**src/rtl/shared_reg_arbiter_if.sv**
```systemverilog
// Bus between the four requesters and the shared-register arbiter.
// Optional clear input guarded by SHARED_REG_CLR_EN.
interface shared_reg_arbiter_if #(
  parameter int unsigned WIDTH = 8
);
  logic [3:0]         req;
  logic [4*WIDTH-1:0] wr_data;
`ifdef SHARED_REG_CLR_EN
  logic               clr;
`endif
  logic [3:0]         grant;
  logic [3:0]         ack;
  logic [1:0]         owner;
  logic               busy;
  logic [WIDTH-1:0]   Q;

  // Requester side drives requests and data
  modport master (
`ifdef SHARED_REG_CLR_EN
    output clr,
`endif
    output req, wr_data,
    input  grant, ack, owner, busy, Q
  );

  // Arbiter side
  modport slave (
`ifdef SHARED_REG_CLR_EN
    input  clr,
`endif
    input  req, wr_data,
    output grant, ack, owner, busy, Q
  );
endinterface

```
**src/rtl/shared_reg_arbiter.sv**
```systemverilog
// Round-robin arbiter giving four requesters exclusive write access to one
// shared WIDTH-bit register. Grant, ack, owner, busy and Q are all registered.
// Optional feature macro: SHARED_REG_CLR_EN adds a synchronous clear of Q
// that overrides (and defers) any arbitrated write.
module shared_reg_arbiter #(
  parameter int unsigned WIDTH = 8
) (
  input  logic                 Clk,
  input  logic                 reset_n,
  shared_reg_arbiter_if.slave  bus
);
  localparam int unsigned NREQ  = 4;
  localparam int unsigned IDX_W = 2;

  typedef enum logic [1:0] {IDLE, GRANT, WAIT} state_t;

  state_t             state_q, state_d;
  logic [IDX_W-1:0]   ptr_q, ptr_d;
  logic [IDX_W-1:0]   owner_q, owner_d;
  logic [NREQ-1:0]    grant_q, grant_d;
  logic [NREQ-1:0]    ack_q, ack_d;
  logic               busy_q, busy_d;
  logic [WIDTH-1:0]   q_q, q_d;
  logic [IDX_W-1:0]   pick_c;
  logic [WIDTH-1:0]   data_c [NREQ];

  // Split the flat data bus into one word per requester
  for (genvar i = 0; i < NREQ; i++) begin : g_data
    assign data_c[i] = bus.wr_data[i*WIDTH +: WIDTH];
  end

  // Round-robin pick: first set request starting at ptr, lowest offset wins
  always_comb begin : p_pick
    logic [IDX_W-1:0] cand;
    pick_c = ptr_q;
    cand   = ptr_q;
    for (int i = NREQ - 1; i >= 0; i--) begin
      cand = ptr_q + IDX_W'(i);
      if (bus.req[cand]) pick_c = cand;
    end
  end

  // State and registered outputs
  always_ff @(posedge Clk or negedge reset_n) begin
    if (!reset_n) begin
      state_q <= IDLE;
      ptr_q   <= '0;
      owner_q <= '0;
      grant_q <= '0;
      ack_q   <= '0;
      busy_q  <= 1'b0;
      q_q     <= '0;
    end else begin
      state_q <= state_d;
      ptr_q   <= ptr_d;
      owner_q <= owner_d;
      grant_q <= grant_d;
      ack_q   <= ack_d;
      busy_q  <= busy_d;
      q_q     <= q_d;
    end
  end

  // Next-state and next-output logic
  always_comb begin
    state_d = state_q;
    ptr_d   = ptr_q;
    owner_d = owner_q;
    grant_d = grant_q;
    ack_d   = '0;
    q_d     = q_q;
    unique case (state_q)
      IDLE: begin
        if (|bus.req) begin
          grant_d = NREQ'(1) << pick_c;
          owner_d = pick_c;
          state_d = GRANT;
        end
      end
      GRANT: begin
        if (!bus.req[owner_q]) begin
          grant_d = '0;
          state_d = IDLE;
        end
`ifdef SHARED_REG_CLR_EN
        else if (bus.clr) begin
          state_d = GRANT;
        end
`endif
        else begin
          q_d     = data_c[owner_q];
          ack_d   = NREQ'(1) << owner_q;
          ptr_d   = owner_q + IDX_W'(1);
          state_d = WAIT;
        end
      end
      WAIT: begin
        if (!bus.req[owner_q]) begin
          grant_d = '0;
          state_d = IDLE;
        end
      end
      default: begin
        grant_d = '0;
        state_d = IDLE;
      end
    endcase
`ifdef SHARED_REG_CLR_EN
    if (bus.clr) q_d = '0;
`endif
    busy_d = (state_d != IDLE);
  end

  assign bus.grant = grant_q;
  assign bus.ack   = ack_q;
  assign bus.owner = owner_q;
  assign bus.busy  = busy_q;
  assign bus.Q     = q_q;

endmodule

```
**src/flat_wrapper.sv**
```systemverilog
// flat-port wrapper written by rule: the top's interface ports become plain ports
module shared_reg_arbiter_flat 
#(
  parameter int unsigned WIDTH = 8
)
  (Clk, reset_n, bus_req, bus_wr_data, bus_grant, bus_ack, bus_owner, bus_busy, bus_Q);
  shared_reg_arbiter_if #(.WIDTH(WIDTH)) bus_i ();
  input  logic Clk;
  input  logic reset_n;
  input wire logic [$bits(bus_i.req)-1:0] bus_req;
  input wire logic [$bits(bus_i.wr_data)-1:0] bus_wr_data;
  output wire logic [$bits(bus_i.grant)-1:0] bus_grant;
  output wire logic [$bits(bus_i.ack)-1:0] bus_ack;
  output wire logic [$bits(bus_i.owner)-1:0] bus_owner;
  output wire logic [$bits(bus_i.busy)-1:0] bus_busy;
  output wire logic [$bits(bus_i.Q)-1:0] bus_Q;
  assign bus_i.req = bus_req;
  assign bus_i.wr_data = bus_wr_data;
  assign bus_grant = bus_i.grant;
  assign bus_ack = bus_i.ack;
  assign bus_owner = bus_i.owner;
  assign bus_busy = bus_i.busy;
  assign bus_Q = bus_i.Q;
  shared_reg_arbiter #(.WIDTH(WIDTH)) u_core (.Clk(Clk), .reset_n(reset_n), .bus(bus_i));
endmodule
```
**config.mk**
```make
export PLATFORM = sky130hd
export DESIGN_NAME = shared_reg_arbiter_flat
export DESIGN_NICKNAME = d
export VERILOG_FILES = /design/src/rtl/shared_reg_arbiter_if.sv /design/src/rtl/shared_reg_arbiter.sv /design/src/flat_wrapper.sv
export SDC_FILE = /design/constraint.sdc
export NUM_CORES = 1
export LEC_CHECK = 0
export ABC_AREA = 1
export CORE_MARGIN = 2
export CORE_UTILIZATION = 24
export DETAILED_ROUTE_END_ITERATION = 8
export GPL_ROUTABILITY_DRIVEN = 0
export SETUP_SLACK_MARGIN = 0.5
export SYNTH_ARGS = -nofsm -noshare
export SYNTH_HDL_FRONTEND = slang
export SYNTH_SLANG_ARGS = --single-unit
```
**constraint.sdc**
```tcl
create_clock -name Clk -period 1.55 [get_ports Clk]
set_input_delay 0.2325 -clock Clk [delete_from_list [all_inputs] [get_ports Clk]]
set_output_delay 0.2325 -clock Clk [all_outputs]
set_load 0.005 [all_outputs]
```
Word-level counts from Yosys, hierarchy flattened

Cells that the tools add are included.

$add $sub $neg: 4
Multiply operators: 0
Div/mod/pow operators: 0
$lt $le $gt $ge: 6
Equality and inequality tests: 4
Shift operators: 2
Mux-type cells: 26
Bitwise gates (word level): 1
Reductions and logical operators: 7

Operator list:

| kind                                                       | number |
|---|---|
| binary-select mux 8 bit (select 2 bit)                     | 1 |
| two-way mux 4 bit                                          | 4 |
| two-way mux 8 bit                                          | 2 |
| less-than comparator 2 x 3 -> 1 bit, second input constant | 5 |
| two-way mux 2 bit                                          | 7 |
| binary-select mux 1 bit (select 2 bit)                     | 5 |
| one-hot mux 4 bit (2 select lines)                         | 1 |
| left shift 1 x 2 -> 4 bit, first input constant            | 2 |
| one-hot mux 2 bit (3 select lines)                         | 1 |
| AND reduction 2 bit                                        | 3 |
| two-way mux 1 bit                                          | 5 |
| adder 2 x 1 -> 2 bit, second input constant                | 2 |
| adder 2 bit, second input constant                         | 2 |
| OR reduction 4 bit                                         | 1 |
| >= comparator 3 bit, second input constant                 | 1 |
| inverter 2 -> 3 bit                                        | 1 |
| == test 2 x 1 -> 1 bit, second input constant              | 1 |
| == test 2 bit, second input constant                       | 1 |
| zero test 2 bit                                            | 1 |
| inequality test 2 x 1 -> 1 bit, second input constant      | 1 |
| inequality test 2 bit, second input constant               | 1 |
| nonzero test 2 bit                                         | 1 |
| OR reduction 2 bit                                         | 1 |

Bits in registers: 23
Latch bits: 0
Bits in writable memories: 0
ROM bits: 0
Input bits: 38
Output and inout bits: 19
Word-level logic and storage cells: 57
Memories: 0

Longest topological paths before layout

Gate-level depths: netlist of run 1.

Depth after elaboration: 10
Mapped depth: 12
Mapped depth without buffers: 12

Worst setup path after synthesis of run 1

OpenSTA, ideal clock, no wires.

Kind: reg-to-reg
From: register u_core.owner_q[1], in the netlist u_core.bus.owner[1]
To: register u_core.q_q[7], in the netlist u_core.bus.Q[7]
Setup time: 125 ps
Arrival time: 1386 ps
Data required time: 1425 ps
Path slack: 39 ps
Stages on the path, launching flop included: 9
Path buffers: 2
Clock period less this slack: 1511 ps
Cell sequence: dfrtp_1 -> buf_6 -> a21oi_1 -> o21ai_1 -> nand2_2 -> inv_2 -> nand2_4 -> buf_6 -> mux2_4

Cells in the longest elaborated chain, start to end: 4
Elaborated cells on any way between the ends: 7
Those cells by class: 5 x mux; 1 x bitwise; 1 x reduce/logical

Ends and longest elaborated chain:

| item                                                 | line                     | RTL |
|---|---|---|
| from (decl)                                          | shared_reg_arbiter.sv:19 | `logic [IDX_W-1:0] owner_q, owner_d;` |
| from (signal assigned)                               | shared_reg_arbiter.sv:56 | `owner_q <= owner_d;` |
| inverter 2 -> 3 bit (implied by the code)            | shared_reg_arbiter.sv:91 | `q_d = data_c[owner_q];` |
| binary-select mux 8 bit (select 2 bit)               | shared_reg_arbiter.sv:91 |  |
| two-way mux 8 bit (implied by the code) (2 in a row) | shared_reg_arbiter.sv:91 |  |
| to (signal assigned)                                 | shared_reg_arbiter.sv:60 | `q_q <= q_d;` |
| to (decl)                                            | shared_reg_arbiter.sv:23 | `logic [WIDTH-1:0] q_q, q_d;` |

Several ways; a longest one is shown, not always the timed one. The select of a mux whose other input is x is not followed.
A chain may end at the register's enable or synchronous reset.

Worst setup path after layout of run 1

From: register u_core.owner_q[0], in the netlist u_core.bus.owner[0]
To: register u_core.q_q[3], in the netlist u_core.bus.Q[3]

Same word-level chain as after synthesis.

==> results.cfg, run 1 <==
[die]
chipWidth_um = 82.5
ios = 57
rows = 28
dieArea_mm2 = 0.00681
die_h_um = 82.5
initial_utilization = 0.249
core_area_mm2 = 0.00596

[pwr]
power.share.clock = 0.075
cellLeakagePower_uw = 0.00129
pwr-share-comb = 0.722
p_switching_uw = 2260
intPower_uw = 2790
pwr-share-seq = 0.203
netSwitchingFraction = 0.447
ir_drop_v = 0.000748
cellPowerDensity_mw_per_mm2 = 1960

[global_routing]
grt_max_degree = 24
grt_usage = 0.132
grt.overflow.total = 0
grt_pass1_vias = 1588
grt_pass1_wl_um = 7040
antenna_found_initial = 0

[critical_path]
path_class = flop to flop
critPathArrivalTime_ns = 1.65
worstPathRequired_ns = 1.70
r2r_cells = 7
end_kind = flop
path_max_fanout = 6
startpoint_type = flop

[layout]
num_antenna_cells = 0
area_growth_pct = 73.7
fin_nets = 331
finish.utilization = 0.432
nFillCells = 627
final_cell_mix = clkdlybuf4s50_1, nand2_1, buf_4, nor2_1, dfrtp_1
drive_above_1_share = 0.401
multi_input_area_um2 = 998
ff_latch_area_um2 = 579
final_common_cell = clkdlybuf4s50_1

[flow_run]
cap_violations = 0

[placed_design]
hpwl_um = 2990
portBuffers = 56

[logic_synthesis]
syn_area_mm2 = 0.00148
synth_area_leader_cell = dfrtp_1
synthAdderAreaFrac = 0.0676
synth_warnings = 0
ys_types = 21
synth_compound_area_frac = 0.147
synthMuxAreaShare = 0.0634
synth_cells = 197
synth_nets = 243
synth-seq-area-share = 0.389
synth_seq_cells = 23
synthXorXnorAreaFrac = 0
synth_top_family_by_area = simple AND/OR/NAND/NOR gates
synth_top_area_share = 0.389
syn_avg_cell_area_um2 = 7.51
synth-simple-area-share = 0.237
synth.top_cells.by_area = dfrtp_1, nand2_1, o21ai_0

[clock_tree]
clkSinkCount = 23
cts-root-buf = clkbuf_8
cts_tree = done
h-tree-depth = 1
numCtsBuffers = 3
max-clock-path-buffers = 2
clk-insertion-delay-late_ns = 0.26
clkTransAtPathRegs_ns = 0.08

[sta]
maxSlewViolCount = 0
fin_crit_ns = 1.50
setup-tns-final_ns = 0
relSlewSlack = 0.754
period_share = 0.967
finalHoldViolations = 0
fmax_mhz = 667
worstMarginPinSlew_ns = 0.369
fin_skew_ns = 0.00385
setup_viol = 0
rsz0062_at_grt = yes

[min_path]
hold_path.class = input port to async pin

[outcome]
status = finished clean

[route]
dr.pass1.iters = 4
dr_total_vias = 1615
first_iter_violations = 41
ant_nets = 0
drc = 0
post_drt_wl_per_cell_um = 12.1
wl_um = 4360
viasPerCell = 4.50
==> area by class of cell <==
type / count / share of cell area
multi-input combinational: 143 / 0.388
inverter: 26 / 0.0418
tap: 75 / 0.0365
clock buffer: 4 / 0.0175
sequential: 23 / 0.225
timing repair buffer: 88 / 0.291
==> logic make-up after synthesis <==
| group | after synthesis |
|---|---|
| multiplexers | 8 |
| buffers and inverters | 32 |
| adder cells (fa/ha/maj) | 8 |
| AO/OA/AOI/OAI | 40 |
| flip-flops | 23 |
| AND/OR/NAND/NOR | 86 |
==> timing repair <==
item | in CTS | in global routing
setup endpoints to repair | 42 | 27
hold buffers | 0 | 0
gates resized for setup | 112 | 36
setup buffers | 15 | 3
pin swaps | 12 | 12
cloned | 1 | 0
==> registers in the layout, indices dropped and copies added, names as in the netlist <==
register / count
u_core.state_q: 2
u_core.bus.grant: 4
u_core.ptr_q: 2
u_core.bus.Q: 8
u_core.bus.owner: 2
u_core.bus.ack: 4
u_core.bus.busy: 1
==> per-layer routing <==
layer	up-vias	global-route usage	part of all wire
met2	39	0.246	0.53
met5	-	0	0
li1	814	-	-
met1	758	0.160	0.42
met4	0	0.0246	0.0064
met3	4	0.0228	0.049
==> cell usage after synthesis, drive strengths merged <==
cell type / number
nand4: 3
nand2: 51
buf: 6
dfrtp: 23
a21oi: 4
inv: 26
o21bai: 1
nand3: 8
ha: 8
mux2: 8
nor2: 24
o22ai: 9
o21ai: 26
==> through the flow <==
step           worst slack [ns]  hold WS, ns  power, uW  instance area [um2]  cells
5_1_grt                -0.00894        0.351       5480                 2570    359
3_5_place_dp             -0.153        0.462       3660                 2220    336
6_report                 0.0513        0.312       5050                 2570    359
4_1_cts                   0.105        0.330       4550                 2410    356
3_3_place_gp             -0.148        0.468       3630                 2220    336
2_1_floorplan            0.0656      -0.0631       2690                 1520    197
==> worst max-delay path, stage by stage, from the launching register on <==
cell     delay (ns)
dfrtp_2        0.44
buf_6          0.14
a21oi_2        0.12
o21ai_2        0.07
nand2_2        0.12
inv_4          0.08
nand2_8        0.10
mux2_4         0.30
==> power groups by stage <==
stage | Clock, uW | Sequential, uW | Combinational [uW]
after global placement | 0 | 1050 | 2580
final | 378 | 1030 | 3650
after floorplan | 0 | 1040 | 1650
after CTS | 391 | 1020 | 3140
after global routing | 416 | 1060 | 4010
after detailed placement | 0 | 1060 | 2600
==> worst paths after layout <==
kind | start | to | slack, ns
max | u_core.bus.owner[0] | u_core.bus.Q[3] | 0.05
min | reset_n | u_core.bus.Q[2] | 0.31
max reg2reg | u_core.bus.owner[0] | u_core.bus.Q[3] | 0.05
min reg2reg | u_core.bus.grant[1] | u_core.bus.grant[1] | 0.48
max in group asynchronous | reset_n | u_core.ptr_q[0] | 0.98
min in group Clk | u_core.bus.grant[1] | u_core.bus.grant[1] | 0.48
No activity file was read; power rests on OpenSTA's default activity.
==> inputs of run 2 (changes only) <==
--- a/config.mk
+++ b/config.mk
@@ -5,11 +5,11 @@
 export SDC_FILE = /design/constraint.sdc
 export NUM_CORES = 1
 export LEC_CHECK = 0
-export ABC_AREA = 1
-export CORE_MARGIN = 2
+export ABC_AREA = 0
 export CORE_UTILIZATION = 24
 export DETAILED_ROUTE_END_ITERATION = 8
 export GPL_ROUTABILITY_DRIVEN = 0
+export HOLD_SLACK_MARGIN = 0.08
 export SETUP_SLACK_MARGIN = 0.5
 export SYNTH_ARGS = -nofsm -noshare
 export SYNTH_HDL_FRONTEND = slang
==> results.cfg, run 2 <==
[logic_synthesis]
synth_common_cells = dfrtp_1, mux2_2, mux4_2
synthXorXnorAreaFrac = 0
synthMuxAreaShare = 0.238
synth.top_cells.by_area = dfrtp_1, mux4_2, mux2_2
synth_flop_cell = dfrtp_1
syn_avg_cell_area_um2 = 13.3
synth_top_family_by_area = multiplexers
synth_area_leader_cell = dfrtp_1
synth-simple-area-share = 0.0940
synth_compound_area_frac = 0.112
synth_edf_count = 0
synth_cells = 96
ys_types = 29
synth_most_common_cell = dfrtp_1
synth_seq_cells = 23
synthAdderAreaFrac = 0.0784
syn_area_mm2 = 0.00128
synth-seq-area-share = 0.451
async_reset_ff_frac = 1.00
synth_top_area_share = 0.451
synth_warnings = 0
synth_nets = 142

[clock_tree]
clkSinkCount = 23
hold_buffers = 0
cts-root-buf = clkbuf_8
cts_tree = done
h-tree-depth = 1
max-clock-path-buffers = 2
numCtsBuffers = 3
clkTransAtPathRegs_ns = 0.08
clk-insertion-delay-late_ns = 0.26

[pwr]
ir_drop_v = 0.000600
cellPowerDensity_mw_per_mm2 = 1820
cellLeakagePower_uw = 0.00109

[route]
post_drt_wl_per_cell_um = 15.5
wl_um = 3990
ant_nets = 0
dr.pass1.iters = 4
viasPerCell = 4.53
dr_total_vias = 1165
drc = 0
first_iter_violations = 32

[critical_path]
path_class = flop to flop
critPathArrivalTime_ns = 1.79
path_max_fanout = 11
startpoint_type = flop
end_kind = flop
r2r_cells = 5
worstPathRequired_ns = 1.69

[placed_design]
hpwl_um = 2630
pre_cts_ws_ns = -0.447
place_inst = 230
portBuffers = 56

[sta]
maxSlewViolCount = 0
rsz0062_at_grt = yes
fmax_mhz = 609
setup_viol = 14
fin_skew_ns = 0.00363
fin_crit_ns = 1.64
worstMarginPinSlew_ns = 0.347
finalHoldViolations = 0
whs_ns = 0.331
period_share = 1.06
relSlewSlack = 0.767
fin_ws_ns = -0.0922

[layout]
finalNonFillerCells = 257
num_antenna_cells = 0
final_cell_mix = clkdlybuf4s50_1, buf_4, dfrtp_1, buf_2
area_growth_pct = 85.6
finish.utilization = 0.464
nFillCells = 454
fin_nets = 234
drive_above_1_share = 0.524
final_common_cell = clkdlybuf4s50_1
largest_reg_flops = 8

[die]
dieArea_mm2 = 0.00562
chipWidth_um = 75.0
ios = 57
core_area_mm2 = 0.00511
rows = 26
initial_utilization = 0.250
die_h_um = 75.0

[global_routing]
gr-usage-met2 = 0.248
grt.overflow.total = 0
grt_pass1_wl_um = 5610
met3_usage = 0.0268
grt_pass1_vias = 1208
grt_usage = 0.137
grt_max_degree = 24
met1_usage = 0.150
antenna_found_initial = 0
grt-busiest-layer = met2

[flow_run]
cap_violations = 0

[min_path]
hold_path.class = input port to async pin

[outcome]
violations = negative setup slack
status = finished with violations
## run 2: path summary, 6_finish.rpt
| kind | startpoint | endpoint | slack [ns] |
|---|---|---|---|
| min reg2reg | u_core.bus.Q[0] | u_core.bus.Q[0] | 0.51 |
| max | u_core.bus.owner[0] | u_core.bus.Q[2] | -0.09 |
| max in group asynchronous | reset_n | u_core.ptr_q[1] | 0.97 |
| max reg2reg | u_core.bus.owner[0] | u_core.bus.Q[2] | -0.09 |
| min in group Clk | u_core.bus.Q[0] | u_core.bus.Q[0] | 0.51 |
| min | reset_n | u_core.bus.Q[6] | 0.33 |
## run 2: cell type report
cell class,count,area [um2],area share
timing repair buffer,90,806,0.340
clock buffer,4,45.0,0.0190
sequential,23,578,0.244
tap,70,87.6,0.0369
inverter,4,15.0,0.00633
multi-input combinational,66,840,0.354
## run 2: what timing repair did
| item | in CTS | in global routing |
|---|---|---|
| gates resized for setup | 109 | 13 |
| buffers inserted | 17 | 6 |
| endpoints found under the setup margin | 42 | 25 |
| pin swaps | 8 | 6 |
## run 2: critical path: stages, from the launching register on
cell and delay [ns]:
dfrtp_2 0.42, buf_4 0.14, buf_12 0.14, buf_12 0.12
mux4_2 0.42, mux2_4 0.28
## run 2: cells by family after synthesis
kind of cell             Yosys count
flip-flops                        23
multiplexers                      18
adder cells (fa/ha/maj)            8
AO/OA/AOI/OAI                     19
buffers and inverters              7
AND/OR/NAND/NOR                   21
## run 2: per-stage QoR
stage / cell area (um2) / setup TNS [ns] / total power, uW
global placement: 2030 / -6.74 / 3080
global route: 2370 / -1.63 / 4600
finish: 2370 / -0.969 / 4310
CTS: 2290 / -1.15 / 4060
detailed placement: 2030 / -7.30 / 3140
floorplan: 1310 / -1.19 / 2220
## run 2: routing by layer
metal / vias up / routed length, um
li1: 554 / -
met1: 544 / 1600
met2: 60 / 1870
met3: 7 / 434
met4: 0 / 82
met5: - / 0
## run 2: power breakdown
part / switching, uW / internal [uW]
Combinational: 1160 / 1760
Clock: 177 / 183
Sequential: 162 / 874
